File: src/rtl/uart_pkg.sv
// Shared UART definitions: FSM state encoding, default baud divisor and parity helper.
// Used by both the receiver and the transmitter.
package uart_pkg;

   localparam int CLK_DIV_19200 = 2604;

   typedef enum logic [2:0] {
      ST_IDLE,
      ST_START,
      ST_DATA,
      ST_PARITY,
      ST_STOP
   } uart_state_e;

   // XOR over up to 8 data bits plus the parity bit; callers zero-extend narrower words.
   function automatic logic parity_of(input logic [8:0] bits);
      return ^bits;
   endfunction

endpackage

File: src/rtl/uart_baud_gen.sv
// Baud tick generator: down-counter ticking at zero, with full-bit and half-bit reload.
// Shared between the UART receiver and transmitter.
module uart_baud_gen
   import uart_pkg::*;
#(
   parameter int CLK_DIV = CLK_DIV_19200
) (
   input  logic clk,
   input  logic rst_n,
   input  logic load,
   input  logic load_half,
   output logic tick
);

   localparam int                CNT_W  = $clog2(CLK_DIV + 1);
   localparam logic [CNT_W-1:0]  RELOAD = CNT_W'(CLK_DIV - 1);
   localparam logic [CNT_W-1:0]  HALF   = CNT_W'(CLK_DIV / 2 - 1);

   logic [CNT_W-1:0] baud_cnt_q;
   logic [CNT_W-1:0] baud_cnt_d;

   assign tick = (baud_cnt_q == '0);

   always_comb begin
      baud_cnt_d = baud_cnt_q;
      if (load_half) begin
         baud_cnt_d = HALF;
      end else if (load || tick) begin
         baud_cnt_d = RELOAD;
      end else begin
         baud_cnt_d = baud_cnt_q - CNT_W'(1);
      end
   end

   always_ff @(posedge clk) begin
      if (!rst_n) begin
         baud_cnt_q <= '0;
      end else begin
         baud_cnt_q <= baud_cnt_d;
      end
   end

endmodule

File: src/rtl/uart_rcv_cfg.sv
// Configurable UART receiver: synchronised RX, false-start rejection, optional parity,
// sticky holding register with framing/parity/overrun flags.
module uart_rcv_cfg
   import uart_pkg::*;
#(
   parameter int CLK_DIV    = CLK_DIV_19200,
   parameter int DATA_BITS  = 8,
   parameter int PARITY_EN  = 0,
   parameter int PARITY_ODD = 0
) (
   input  logic                 clk,
   input  logic                 rst_n,
   input  logic                 RX,
   input  logic                 clr_rx_rdy,
   output logic [DATA_BITS-1:0] rx_data,
   output logic                 rx_rdy,
   output logic                 frame_err,
   output logic                 parity_err,
   output logic                 overrun
);

   localparam logic       PEN      = (PARITY_EN != 0);
   localparam logic       ODD      = (PARITY_ODD != 0);
   localparam logic [2:0] LAST_BIT = 3'(DATA_BITS - 1);

   logic rx_meta_q, rx_meta_d;
   logic rx_s_q,    rx_s_d;
   logic rx_prev_q, rx_prev_d;

   uart_state_e state_q, state_d;
   logic [2:0]           bit_cnt_q, bit_cnt_d;
   logic [DATA_BITS-1:0] shift_q,   shift_d;
   logic                 par_bit_q, par_bit_d;

   logic [DATA_BITS-1:0] rx_data_q,    rx_data_d;
   logic                 rx_rdy_q,     rx_rdy_d;
   logic                 frame_err_q,  frame_err_d;
   logic                 parity_err_q, parity_err_d;
   logic                 overrun_q,    overrun_d;

   logic load_half;
   logic tick;
   logic complete;

   uart_baud_gen #(
      .CLK_DIV (CLK_DIV)
   ) u_baud (
      .clk       (clk),
      .rst_n     (rst_n),
      .load      (1'b0),
      .load_half (load_half),
      .tick      (tick)
   );

   assign rx_meta_d = RX;
   assign rx_s_d    = rx_meta_q;
   assign rx_prev_d = rx_s_q;

   always_comb begin
      state_d   = state_q;
      bit_cnt_d = bit_cnt_q;
      shift_d   = shift_q;
      par_bit_d = par_bit_q;
      load_half = 1'b0;
      complete  = 1'b0;

      case (state_q)
         ST_IDLE: begin
            if (rx_prev_q && !rx_s_q) begin
               load_half = 1'b1;
               state_d   = ST_START;
            end
         end
         ST_START: begin
            // A start bit that is high again at mid-bit is a glitch, not a frame.
            if (tick) begin
               if (rx_s_q) begin
                  state_d = ST_IDLE;
               end else begin
                  state_d   = ST_DATA;
                  bit_cnt_d = '0;
               end
            end
         end
         ST_DATA: begin
            if (tick) begin
               shift_d   = {rx_s_q, shift_q[DATA_BITS-1:1]};
               bit_cnt_d = bit_cnt_q + 3'd1;
               if (bit_cnt_q == LAST_BIT) begin
                  state_d = PEN ? ST_PARITY : ST_STOP;
               end
            end
         end
         ST_PARITY: begin
            if (tick) begin
               par_bit_d = rx_s_q;
               state_d   = ST_STOP;
            end
         end
         ST_STOP: begin
            if (tick) begin
               complete = 1'b1;
               state_d  = ST_IDLE;
            end
         end
         default: state_d = ST_IDLE;
      endcase
   end

   always_comb begin
      rx_data_d    = rx_data_q;
      rx_rdy_d     = rx_rdy_q;
      frame_err_d  = frame_err_q;
      parity_err_d = parity_err_q;
      overrun_d    = overrun_q;

      if (clr_rx_rdy) begin
         rx_rdy_d  = 1'b0;
         overrun_d = 1'b0;
      end

      // A coincident clear consumes the old word, so it cannot count as an overrun.
      if (complete) begin
         rx_data_d    = shift_q;
         rx_rdy_d     = 1'b1;
         frame_err_d  = ~rx_s_q;
         parity_err_d = PEN & (parity_of(9'({shift_q, par_bit_q})) != ODD);
         overrun_d    = ~clr_rx_rdy & (overrun_q | rx_rdy_q);
      end
   end

   always_ff @(posedge clk) begin
      if (!rst_n) begin
         rx_meta_q    <= 1'b1;
         rx_s_q       <= 1'b1;
         rx_prev_q    <= 1'b1;
         state_q      <= ST_IDLE;
         bit_cnt_q    <= '0;
         shift_q      <= '0;
         par_bit_q    <= 1'b0;
         rx_data_q    <= '0;
         rx_rdy_q     <= 1'b0;
         frame_err_q  <= 1'b0;
         parity_err_q <= 1'b0;
         overrun_q    <= 1'b0;
      end else begin
         rx_meta_q    <= rx_meta_d;
         rx_s_q       <= rx_s_d;
         rx_prev_q    <= rx_prev_d;
         state_q      <= state_d;
         bit_cnt_q    <= bit_cnt_d;
         shift_q      <= shift_d;
         par_bit_q    <= par_bit_d;
         rx_data_q    <= rx_data_d;
         rx_rdy_q     <= rx_rdy_d;
         frame_err_q  <= frame_err_d;
         parity_err_q <= parity_err_d;
         overrun_q    <= overrun_d;
      end
   end

   assign rx_data    = rx_data_q;
   assign rx_rdy     = rx_rdy_q;
   assign frame_err  = frame_err_q;
   assign parity_err = parity_err_q;
   assign overrun    = overrun_q;

endmodule

File: config.mk
export PLATFORM = sky130hd
export DESIGN_NAME = uart_rcv_cfg
export DESIGN_NICKNAME = d
export VERILOG_FILES = /design/src/rtl/uart_pkg.sv /design/src/rtl/uart_baud_gen.sv /design/src/rtl/uart_rcv_cfg.sv
export SDC_FILE = /design/constraint.sdc
export NUM_CORES = 1
export LEC_CHECK = 0
export BUFFER_PORTS_ARGS = -buffer_cell sky130_fd_sc_hd__buf_4
export CELL_PAD_IN_SITES_DETAIL_PLACEMENT = 0
export CELL_PAD_IN_SITES_GLOBAL_PLACEMENT = 1
export CORE_MARGIN = 4
export CORE_UTILIZATION = 44
export DETAILED_ROUTE_END_ITERATION = 8
export GPL_TIMING_DRIVEN = 0
export PLACE_DENSITY = 0.84
export SYNTH_ARGS = -nofsm -noshare
export SYNTH_HDL_FRONTEND = slang
export SYNTH_HIERARCHICAL = 1
export SYNTH_SLANG_ARGS = --single-unit
File: constraint.sdc
create_clock -name clk -period 2.4 [get_ports clk]
set_input_delay 0.12 -clock clk [delete_from_list [all_inputs] [get_ports clk]]
set_output_delay 0.12 -clock clk [all_outputs]
set_load 0.05 [all_outputs]
==> flow_metrics.tcl <==
set metrics [dict create \
    status "completed" \
    initial_core_util_pct 46.1 \
    power_density_nw_per_um2 647 \
    diodes 0 \
    cts-root-buf "clkbuf_8" \
    arrival_ns 2.39 \
    core-area_sq_um 3720 \
    wl_per_cell_microns 13.1 \
    grt_util_all_layers_pct 14.6 \
    remaining_drc_errors 0 \
    fmax_ghz 0.453 \
    ant_nets 0 \
    period_share_pct 91.9 \
    num-fill-cells 345 \
    dieArea_sq_um 4960 \
    synth_top_area_cell "dfxtp_1" \
    cap_violations 0 \
    die_width_microns 70.4 \
    slew_headroom_pct 51.3 \
    num_rows 22 \
    cts_buffers 5 \
    drtIter0Drc 73 \
    pre_cts_ws_ns -0.0779 \
    final_nets 215 \
    yosys.area.top_type_share_pct 46.7 \
    synth_area_leaders "dfxtp_1 47%, mux2i_1 5.3%, xor2_1 4.6%" \
    worst_pin_slew_ns 0.727 \
    grt_pass1_vias 1285 \
    synth_area_per_cell_sq_um 9.63 \
    leakage_nw 0.767 \
    grt_max_degree 12 \
    cts_max_level 2 \
    vias 1306 \
    regArea_sq_um 801 \
    grt-ovfl-total 0 \
    yosys.cell_count.top_type "dfxtp_1" \
    synth_area_sq_um 1710 \
    clock_skew_ns 0.00834 \
    hold_class "input pin to flop" \
    synth-seq-area-share_pct 46.7 \
    holdWs_ns 0.00725 \
    clk_latency_ns 0.29 \
    cts_sinks 40 \
    drt_wl_total_microns 3350 \
    period_minus_slack_ns 2.21 \
    min_path_cells 2 \
    setup_viol_count_final 0 \
    start_kind "flop" \
    worst_slack_ns 0.195 \
    synthCells 178 \
    cp_max_fo 10 \
    multiInputGateArea_sq_um 865 \
    drt-vias-per-instance 5.10 \
    hold_violations 0 \
    pin_count 16 \
    drive_gt1_share_pct 16.3 \
    rsz0062_at_grt "no" \
    dr.pass1.iters 4 \
    reg2reg_depth 7 \
    cts.path.max_buffers 2 \
    crit_path_end_kind "flop" \
    irDropWorstVdd_mv 0.490 \
    path_clk_slew_ns 0.07 \
    slew_violations 0 \
    crit_required_ns 2.59 \
    cts_tree "done" \
    synthFlopType "dfxtp_1" \
    yosys-top-cells-count "40 x dfxtp_1, 17 x nand2_1, 14 x nand3_1" \
    power_w 0.00131 \
    synth_warnings 6 \
    area_growth_pct 18.4 \
    dp_hpwl_microns 2340 \
    synth_edf_count 0 \
    path_class "flop to flop" \
    synth-seq-cells 40 \
    fp.dieH_microns 70.4 \
    antenna_found_initial 0 \
    grt_first_pass_wirelength_microns 5790 \
    ys_async_sr_fraction_pct 0 \
    io_buffers 14 \
    synth_cell_types 37 \
    place.gp.congestion 0.813 \
]
-- registers in the layout, summed over array words and instances (netlist names) --
signal / cells
rx_prev_q: 1
bit_cnt_q: 3
rx_rdy: 1
overrun: 1
frame_err: 1
rx_prev_d: 1
rx_data: 8
u_baud/baud_cnt_q: 12
state_q: 3
rx_meta_q: 1
shift_q: 8
-- per-layer routing --
metal  wire (microns)  vias to the layer above  global-route usage [%]
met3              102                        5                    4.89
li1                 -                      678                       -
met5                0                        -                       0
met2             1570                       15                    23.1
met1             1640                      608                    18.3
met4               36                        0                    5.11
-- per-stage QoR --
step / TNS, ns / utilization [%] / std cells / instance area, sq um
final: 0 / 54.6 / 256 / 2030
after global routing: 0 / 54.6 / 256 / 2030
after CTS: 0 / 53.8 / 253 / 2000
after detailed placement: -0.565 / 51.0 / 244 / 1890
after global placement: -0.179 / 51.0 / 244 / 1890
after floorplan: 0 / - / 182 / 1730
-- report_power, final --
| group | total, W | switching (W) | internal (W) |
|---|---|---|---|
| Clock | 0.000455 | 0.000220 | 0.000234 |
| Sequential | 0.000710 | 0.0000245 | 0.000686 |
| Combinational | 0.000148 | 0.0000808 | 0.0000677 |
-- cells in the final DEF (no fill, tap or decap), types with 2 or more instances in the layout --
cell      Yosys  final
a21oi_1       9      9
buf_4         2     19
buf_6         3      3
clkbuf_1      2      4
clkbuf_8      0      6
conb_1        1      5
dfxtp_1      40     40
ha_1          4      4
inv_1         2      2
mux2i_1       9      9
nand2_1      17     17
nand2b_1      6      6
nand3_1      14     14
nand3b_1      3      3
nand4b_1      2      2
nor2_1        4      4
nor2b_1      11     11
nor3_1        3      3
nor3b_1       4      4
nor4_1        4      3
o211ai_1      2      2
o21a_1        2      2
o21ai_0       2      2
o21ai_1      10     10
xor2_1        9      9
-- cell families after synthesis --
group | Yosys count | synth area share, %
XOR/XNOR | 10 | 5.11
buffers and inverters | 12 | 4.45
adder cells (fa/ha/maj) | 4 | 2.92
AO/OA/AOI/OAI | 29 | 9.93
flip-flops | 40 | 46.7
other | 1 | 0.219
multiplexers | 10 | 5.91
AND/OR/NAND/NOR | 72 | 24.7
-- layout make-up --
cell class / instances / share of cell area, %
well taps: 48 / 2.96
repair buffers: 18 / 6.78
clock buffers: 8 / 4.44
flip-flops and latches: 40 / 39.5
inverters: 3 / 0.555
plain buffers: 9 / 3.21
multi-input cells: 130 / 42.6
-- timing repair --
item	in CTS	in global routing
gates resized for setup	1	1
endpoints found under the hold margin	1	0
pin swaps	0	1
buffers inserted	0	3
endpoints found under the setup margin	18	20
hold buffers	1	0
-- critical path, stage by stage (launching register included) --
cell      delay (ns)
dfxtp_1         0.37
nor4_4          0.49
nand3b_1        0.20
nor3b_4         0.31
and4bb_2        0.30
buf_6           0.17
mux2i_1         0.20
nor2b_1         0.06
-- path summary, 6_finish.rpt --
path | slack [ns] | end | from
max | 0.19 | shift_q[4]$_SDFFE_PN0P_ | u_baud/baud_cnt_q[2]$_SDFF_PN0_
min | 0.007 | rx_meta_q$_SDFF_PN1_ | RX
max reg2reg | 0.19 | shift_q[4]$_SDFFE_PN0P_ | u_baud/baud_cnt_q[2]$_SDFF_PN0_
min reg2reg | 0.41 | rx_prev_d$_SDFF_PN1_ | rx_meta_q$_SDFF_PN1_
Note: power is estimated with default switching activity, not from simulation.
